`src/rtl/regfile_alu_seq.sv`:
```
// regfile_alu_seq: WIDTH x NREGS register file feeding a tmp/ALU datapath.
// An internal IDLE/FETCH/EXEC/WB sequencer runs one R[dst] = R[src_a] op R[src_b]
// per start strobe. Direct loads share the register file write port.
module regfile_alu_seq #(
  parameter int WIDTH = 8,
  parameter int NREGS = 4,
  localparam int AW = (NREGS > 2) ? $clog2(NREGS) : 1
) (
  input  logic             clk,
  input  logic             rst_n,
  input  logic [WIDTH-1:0] in,
  input  logic             ld,
  input  logic [AW-1:0]    ld_addr,
  input  logic             start,
  input  logic [2:0]       op,
  input  logic [AW-1:0]    dst,
  input  logic [AW-1:0]    src_a,
  input  logic [AW-1:0]    src_b,
  output logic             busy,
  output logic             done,
  output logic [WIDTH-1:0] result,
  output logic             zero,
  output logic [WIDTH-1:0] out
);

  typedef enum logic [1:0] {IDLE, FETCH, EXEC, WB} state_t;

  state_t           r_state;
  state_t           w_nextState;
  logic [WIDTH-1:0] r_regs [NREGS];
  logic [WIDTH-1:0] r_tmp;
  logic [2:0]       r_op;
  logic [AW-1:0]    r_dst;
  logic [AW-1:0]    r_srcA;
  logic [AW-1:0]    r_srcB;
  logic [WIDTH-1:0] w_rdA;
  logic [WIDTH-1:0] w_rdB;
  logic [WIDTH-1:0] w_alu;
  logic             w_wbWe;
  logic             w_ldWe;

  assign busy   = (r_state != IDLE);
  assign out    = r_regs[0];
  assign w_wbWe = (r_state == WB);
  assign w_ldWe = ld && (r_state != WB);

  // State register; an async reset abandons any operation in flight.
  always_ff @(posedge clk or negedge rst_n) begin
    if (!rst_n) r_state <= IDLE;
    else        r_state <= w_nextState;
  end

  // Next-state: a fixed walk through the three busy states, start only heard in IDLE.
  always_comb begin
    w_nextState = r_state;
    case (r_state)
      IDLE:    if (start) w_nextState = FETCH;
      FETCH:   w_nextState = EXEC;
      EXEC:    w_nextState = WB;
      WB:      w_nextState = IDLE;
      default: w_nextState = IDLE;
    endcase
  end

  // Operand read ports; indices beyond the populated registers read as zero.
  always_comb begin
    w_rdA = '0;
    w_rdB = '0;
    if (int'(r_srcA) < NREGS) w_rdA = r_regs[r_srcA];
    if (int'(r_srcB) < NREGS) w_rdB = r_regs[r_srcB];
  end

  // ALU with A taken from tmp and B read live from the register file.
  always_comb begin
    w_alu = '0;
    case (r_op)
      3'b000: w_alu = r_tmp ^ w_rdB;
      3'b001: w_alu = r_tmp & w_rdB;
      3'b010: w_alu = {r_tmp[WIDTH-2:0], 1'b0};
      3'b011: w_alu = w_rdB;
      3'b100: w_alu = r_tmp | w_rdB;
      3'b101: w_alu = r_tmp + w_rdB;
      3'b110: w_alu = r_tmp - w_rdB;
      3'b111: w_alu = {1'b0, r_tmp[WIDTH-1:1]};
      default: w_alu = '0;
    endcase
  end

  // Datapath: capture the command, fetch A into tmp, register the result, pulse done.
  always_ff @(posedge clk or negedge rst_n) begin
    if (!rst_n) begin
      r_op   <= '0;
      r_dst  <= '0;
      r_srcA <= '0;
      r_srcB <= '0;
      r_tmp  <= '0;
      result <= '0;
      zero   <= 1'b1;
      done   <= 1'b0;
    end else begin
      done <= (r_state == WB);
      if (r_state == IDLE && start) begin
        r_op   <= op;
        r_dst  <= dst;
        r_srcA <= src_a;
        r_srcB <= src_b;
      end
      if (r_state == FETCH) r_tmp <= w_rdA;
      if (r_state == EXEC) begin
        result <= w_alu;
        zero   <= (w_alu == '0);
      end
    end
  end

  // Register file write port: writeback owns the WB cycle, loads are taken otherwise.
  always_ff @(posedge clk or negedge rst_n) begin
    if (!rst_n) begin
      for (int i = 0; i < NREGS; i++) r_regs[i] <= '0;
    end else begin
      for (int i = 0; i < NREGS; i++) begin
        if (w_wbWe && r_dst == AW'(i))        r_regs[i] <= result;
        else if (w_ldWe && ld_addr == AW'(i)) r_regs[i] <= in;
      end
    end
  end

endmodule

```
`config.mk`:
```
export PLATFORM = sky130hd
export DESIGN_NAME = regfile_alu_seq
export DESIGN_NICKNAME = d
export VERILOG_FILES = /design/src/rtl/regfile_alu_seq.sv
export SDC_FILE = /design/constraint.sdc
export NUM_CORES = 1
export LEC_CHECK = 0
export ABC_AREA = 0
export ABC_CLOCK_PERIOD_IN_PS = 4100
export BUFFER_PORTS_ARGS = -buffer_cell sky130_fd_sc_hd__buf_2
export CORE_MARGIN = 5
export CORE_UTILIZATION = 32
export CTS_CLUSTER_DIAMETER = 50
export DETAILED_ROUTE_END_ITERATION = 6
export PLACE_DENSITY = 0.6
export REMOVE_ABC_BUFFERS = 1
export SLEW_MARGIN = 20
export SYNTH_ARGS = -nofsm -noshare
export SYNTH_HDL_FRONTEND = slang
export SYNTH_SLANG_ARGS = --single-unit
```
`constraint.sdc`:
```
create_clock -name clk -period 4.1 [get_ports clk]
set_clock_uncertainty 0.05 [all_clocks]
set_input_delay 0.41 -clock clk [delete_from_list [all_inputs] [get_ports clk]]
set_output_delay 0.41 -clock clk [all_outputs]
set_load 0.005 [all_outputs]
```
# Yosys cells after proc, flatten, opt, wreduce, memory -nomap -nowiden
# Index checks and enable logic that the tools add are counted.
# classes
eq_ne,18
reduce_logical,20
addsub,2
n_lt_le_gt_ge,2
bitwise,5
muxes,17
# ops
op,count
$mux 8,12
$pmux 8 s8,1
$bmux 8 s2,2
$eq 2x2->1 const B,6
$eq 3x3->1 const B,4
$logic_and 1x1->1,10
$reduce_bool 2->1,5
$add 8x8->8,1
$and 8x8->8,1
$logic_not 8->1,1
$or 8x8->8,1
$pmux 2 s4,1
$sub 8x8->8,1
$xor 8x8->8,1
$eq 2x1->1 const B,3
$eq 3x2->1 const B,2
$ge 3x3->1 const B,2
$logic_not 2->1,3
$not 2->3,2
$ne 2x2->1 const B,2
$eq 3x1->1 const B,1
$logic_not 3->1,1
$mux 2,1
# word_totals
word_cells,77
regBits,61

# Logic depth before layout (Yosys ltp)
# Gate-level depths: netlist (run 1).
# logic_depth
word_depth,7
depth_mapped,15
ltp_nobuf,14

# Worst setup path before layout (run 1)
# Ideal clock, no wire load.
# synth_path
kind,register to register
from,reg r_srcB[1]
to,reg zero
stages_incl_launch_ff,13
path_buffers,1
synth_period_minus_slack_ns,3.488
slack_ns,0.612
t_arrival_ns,3.341
path_cell_list,dfrtp_1 > clkbuf_1 > mux4_2 > or3_4 > o31ai_1 > xnor2_1 > ha_1 > or3_1 > o21ai_0 > nor3_1 > o21a_1 > o21a_1 > o41ai_2
# synth_between
elab_chain_cells,7
elab_cells_between_ends,11
classes_between,add/sub (2); mux (4); bitwise (4); reduce/logical (1)
# synth_rtl
item,line_no,source
from (decl),35,logic [AW-1:0] r_srcB;
from (signal assigned),106,r_srcB <= src_b;
$not 2->3 (implied by the code) *,70,if (int'(r_srcB) < NREGS) w_rdB = r_regs[r_srcB];
$bmux 8 s2 *,70,
$mux 8 (implied by the code) * (2 in a row),70,
$sub 8x8->8 (tied with other cells),83,3'b110: w_alu = r_tmp - w_rdB;
$pmux 8 s8 *,76,case (r_op)
$logic_not 8->1 *,111,zero <= (w_alu == '0);
to (signal assigned),111,
to (decl),22,"output logic zero,"
# Mark *: on every way between the ends. The rest lies on a longest branch, timed or not. The select of a mux whose other input is x is not followed.
# A chain may end at the register's enable or synchronous reset.

# Worst setup path in the final report (run 1)
# layout_path
from,reg r_srcB[0]
to,reg zero
# The elaborated chain is that of the path after synthesis.

==> flow_summary.toml, run 1 <==
[synth]
syn_avg_cell_area_um2 = 9.66
synth_flop_cell = "dfrtp_1"
ys_ff_latch = 61
synth-seq-area-share = 0.354
synthCells = 447
syn_area_um2 = 4320
yosysWarnings = 0
synth_cell_type_count = 53
synth_edf_count = 0
synthArstFlopShare = 1.00

[setup_path]
cpMostUsedCell = "o21a_1"
start_kind = "register"
r2r_setup_slack_ns = 0.45
slowest_delay_ns = 0.60
cp-end-kind = "register"
critical_path_buf_inv_count = 0
r2r_start = "r_srcB[0]"
critical_path.max_fanout = 5
worst-path-stages = 11
reg2reg_depth = 11
arrival_ns = 3.83
timing.rr.end = "zero"
cp_slowest_cell = "mux4_2"
worstPathCellList = "mux4_2 > or3_4 > o31ai_1 > xnor2_1 > ha_1 > or3_1 > o21ai_0 > nor3_1 > o21a_1 > o21a_1 > o41ai_2"
crit_type = "register to register"
path_delay_family = "compound AO/OA/AOI/OAI gates"
worstPathRequired_ns = 4.28

[detailed_routing]
detail-route-antenna-nets = 0
finalWirelength_mm = 11.3
drtPass1Iterations = 4
routedWlPerCell_um = 17.2
viasPerCell = 5.25
initialDrtViolationCount = 168
dr_total_vias = 3456
drc = 0

[die]
dieArea_um2 = 15900
io_pins = 42
num_rows = 42
core_area_um2 = 13200
dieHeight_um = 126
start_util = 0.326
die_w_um = 126

[final_layout]
layout-drive-gt1-share = 0.218
layout_common_cells = "dfrtp_1, nand2_1, buf_2"
fin_nets = 531
final_cell_count_no_fill = 658
utilization = 0.374
syn2layout_area_growth_pct = 14.7
diodes = 0
final_common_cell = "dfrtp_1"

[global_route]
antenna_found_initial = 0
grt_pass1_wl_mm = 18.5
grtUsageTotal = 0.144
grt_pass1_vias = 3499
grt_max_degree = 37
overflow = 0

[status]
outcome = "finished clean"

[timing]
slew_viol_final = 0
finalSetupTns_ns = 0
hold_viol = 0
rsz0062_at_grt = "no"
fmaxAchievable_ghz = 0.274
period_needed_ns = 3.65
tightestPinTransition_ns = 0.834
setup_slack_ns = 0.453
setup_viol = 0
fin_crit_sh = 0.890
slew_headroom = 0.444

[clock_network]
cts_resized = 0
hold_buffers = 0
cts_tree = "yes"
htree_levels = 3
clk_path_buf_depth = 2
post_cts_buffers = 0
numCtsBuffers = 9
clock-sinks = 61
clk_latency_ns = 0.33
clkSlewWorstSetupHoldPaths_ns = 0.05
clockRootBuffer = "clkbuf_16"

[place]
dp.cells = 643
dpl.hpwl_mm = 8.37
numPortBuffers = 41
place_congestion = 0.888
dp_slack_ns = 0.454

[job]
cap_violations = 0

[worst_hold_path]
hold_class = "input pin to asynchronous set/reset pin"
==> synthesized netlist by cell type, types with 4 or more instances <==
cell / number / area share
a21oi_1: 25 / 0.029
buf_1: 4 / 0.0035
buf_4: 8 / 0.014
clkbuf_1: 18 / 0.016
dfrtp_1: 60 / 0.35
ha_1: 29 / 0.084
inv_1: 24 / 0.021
mux2_2: 15 / 0.039
mux2i_1: 34 / 0.079
mux4_2: 16 / 0.083
nand2_1: 48 / 0.042
nand2b_1: 8 / 0.012
nand3_1: 7 / 0.0081
nor2_1: 26 / 0.023
nor2b_1: 5 / 0.0072
nor3_1: 10 / 0.012
o21ai_0: 31 / 0.036
o21ai_1: 13 / 0.015
o31ai_1: 4 / 0.0070
xnor2_1: 7 / 0.014
==> registers in the layout, summed over array words and instances (netlist names) <==
signal   count
r_regs      24
zero         1
r_srcB       2
out          8
result       8
r_state      2
r_dst        2
r_op         3
r_tmp        8
done         1
r_srcA       2
==> worst max path at each step <==
stage | from | end | slack [ns]
6_report | r_srcB[0] | zero | 0.45
5_1_grt | r_srcB[0] | zero | 0.24
4_1_cts | r_srcB[0] | zero | 0.43
3_5_place_dp | r_srcB[0] | zero | 0.45
3_3_place_gp | r_srcB[0] | zero | 0.53
2_1_floorplan | r_srcB[0] | zero | 0.47
==> cell families after synthesis <==
family | synth area share
adder cells (fa/ha/maj) | 0.0886
buffers and inverters | 0.0582
XOR/XNOR | 0.0183
AO/OA/AOI/OAI | 0.142
AND/OR/NAND/NOR | 0.138
multiplexers | 0.201
flip-flops | 0.354
==> worst reg2reg max path: stages, from the launching register on <==
cell     delay (ns)
dfrtp_1        0.45
mux4_2         0.60
or3_4          0.44
o31ai_1        0.26
xnor2_1        0.16
ha_1           0.27
or3_1          0.37
o21ai_0        0.11
nor3_1         0.10
o21a_1         0.20
o21a_1         0.19
o41ai_2        0.34
==> final cells by class <==
cell class	instances	area [µm²]
sequential	61	1530
tap	176	220
clock buffer	14	274
inverter	26	97.6
multi-input combinational	329	2550
timing repair buffer	51	280
fill	1356	8290
clock inverter	1	5.00
==> layer usage <==
metal / GRT usage / part of all wire / vias to the layer above
met3: 0.0199 / 0.032 / 17
met1: 0.186 / 0.45 / 1699
li1: - / - / 1658
met5: 0 / 0 / -
met2: 0.248 / 0.50 / 82
met4: 0.0505 / 0.021 / 0
==> stage by stage <==
stage,cell area [µm²],hold slack (ns)
finish,4950,0.135
CTS,4950,0.164
global route,4950,0.192
detailed placement,4670,0.440
global placement,4670,0.439
floorplan,4170,0.0644
Power of run 1 is not shown: default switching activity piles up to over one toggle a cycle in this logic, so the estimate is an artifact.
==> run 2: changes to the inputs <==
--- a/config.mk
+++ b/config.mk
@@ -8,8 +8,10 @@
 export ABC_AREA = 0
 export ABC_CLOCK_PERIOD_IN_PS = 4100
 export BUFFER_PORTS_ARGS = -buffer_cell sky130_fd_sc_hd__buf_2
+export CAP_MARGIN = 20
 export CORE_MARGIN = 5
 export CORE_UTILIZATION = 32
+export CTS_BUF_LIST = sky130_fd_sc_hd__clkbuf_8
 export CTS_CLUSTER_DIAMETER = 50
 export DETAILED_ROUTE_END_ITERATION = 6
 export PLACE_DENSITY = 0.6
==> run 2 against run 1 <==
  * Non-clock buffer count unchanged
  * Critical endpoint unchanged
  * Cell count unchanged
  * Sequential share of layout area increased by 0.64 points
  * First-iteration DRC count increased by 6.5%
  * Global-route usage decreased by 0.13 points
  * Worst setup slack got worse by 0.0048 ns
  * Fmax decreased by 0.13%
  * Register-to-register slack about the same
  * Hold slack got worse by 0.017 ns
  * Die area unchanged
  * Count of clock-buffer cells in the layout decreased by 2
==> flow_summary.toml, run 2 (synthesis results as in run 1) <==
[setup_path]
worstPathRequired_ns = 4.30
cp_slowest_cell = "mux4_2"
arrival_ns = 3.85
worstPathCellList = "mux4_2 > or3_4 > o31ai_1 > xnor2_1 > ha_1 > or3_1 > o21ai_0 > nor3_1 > o21a_1 > o21a_1 > o41ai_2"
cpMostUsedCell = "o21a_1"
critical_path.max_fanout = 5
slowest_delay_ns = 0.60
critical_path_buf_inv_count = 0
path_delay_family = "compound AO/OA/AOI/OAI gates"
start_kind = "register"
cp-end-kind = "register"
crit_type = "register to register"

[timing]
rsz0062_at_grt = "no"
period_needed_ns = 3.65
slew_viol_final = 0
tightestPinTransition_ns = 0.839
finalSetupTns_ns = 0
hold_slack_ns = 0.117
setup_viol = 0
slew_headroom = 0.440
fmaxAchievable_ghz = 0.274
fin_crit_sh = 0.891
hold_viol = 0

[detailed_routing]
viasPerCell = 5.25
drtPass1Iterations = 4
dr_total_vias = 3455
finalWirelength_mm = 11.2
routedWlPerCell_um = 17.1
wl_met3_um = 439
detail-route-antenna-nets = 0
top_layer = "met4"
met1_length_mm = 4.94
drc = 0
wl_met2_mm = 5.61
initialDrtViolationCount = 179

[global_route]
grt_max_degree = 37
grt_pass1_wl_mm = 18.5
overflow = 0
antenna_found_initial = 0
grtUsageTotal = 0.143
grt_pass1_vias = 3506

[job]
cap_violations = 0

[place]
dp.cells = 643
numPortBuffers = 41
dpl.hpwl_mm = 8.37
place_congestion = 0.888
dpl_cell_area_um2 = 4670

[die]
start_util = 0.326
io_pins = 42
dieArea_um2 = 15900
num_rows = 42
dieHeight_um = 126
core_area_um2 = 13200
die_w_um = 126

[final_layout]
final_area_um2 = 4850
layout_common_cells = "dfrtp_1, nand2_1, buf_2"
largest_reg_flops = 24
final_common_cell = "dfrtp_1"
layout-drive-gt1-share = 0.218
fin_nets = 531
regMostFlops = "r_regs"
diodes = 0
syn2layout_area_growth_pct = 12.3
final_cell_count_no_fill = 658

[clock_network]
post_cts_buffers = 0
clk_latency_ns = 0.34
clk_path_buf_depth = 2
clkSlewWorstSetupHoldPaths_ns = 0.07
cts_resized = 0
clock-sinks = 61
numCtsBuffers = 9
clockRootBuffer = "clkbuf_8"
htree_levels = 3
cts_tree = "yes"
hold_buffers = 0

[worst_hold_path]
hold_class = "input pin to asynchronous set/reset pin"

[status]
outcome = "finished clean"
run 2: cell type report:
type / instances / area, µm²
fillers: 1370 / 8390
flip-flops and latches: 61 / 1530
multi-input cells: 329 / 2550
repair buffers: 51 / 280
clock buffers: 12 / 165
inverters: 26 / 97.6
clock inverters: 3 / 12.5
well taps: 176 / 220
run 2: per-layer routing:
layer	track usage	up-vias
met3	0.0220	17
met2	0.245	91
met5	0	-
li1	-	1656
met4	0.0435	0
met1	0.186	1691
run 2: worst paths after layout:
check / end / slack (ns) / cells past startpoint / startpoint
hold / removal: r_state[1] / 0.12 / 1 / rst_n
setup reg to reg: zero / 0.45 / 11 / r_srcB[0]
max in group asynchronous: r_regs[13] / 3.00 / 2 / rst_n
min in group clk: r_dst[1] / 0.25 / 2 / dst[1]
setup / recovery: zero / 0.45 / 11 / r_srcB[0]
hold reg to reg: r_regs[19] / 0.46 / 2 / r_regs[19]
run 2: through the flow:
step / setup slack (ns) / utilization
2_1_floorplan: 0.473 / -
6_report: 0.448 / 0.366
3_3_place_gp: 0.532 / 0.353
5_1_grt: 0.238 / 0.366
3_5_place_dp: 0.454 / 0.353
4_1_cts: 0.428 / 0.366
Power of run 2 is left out for the same reason.
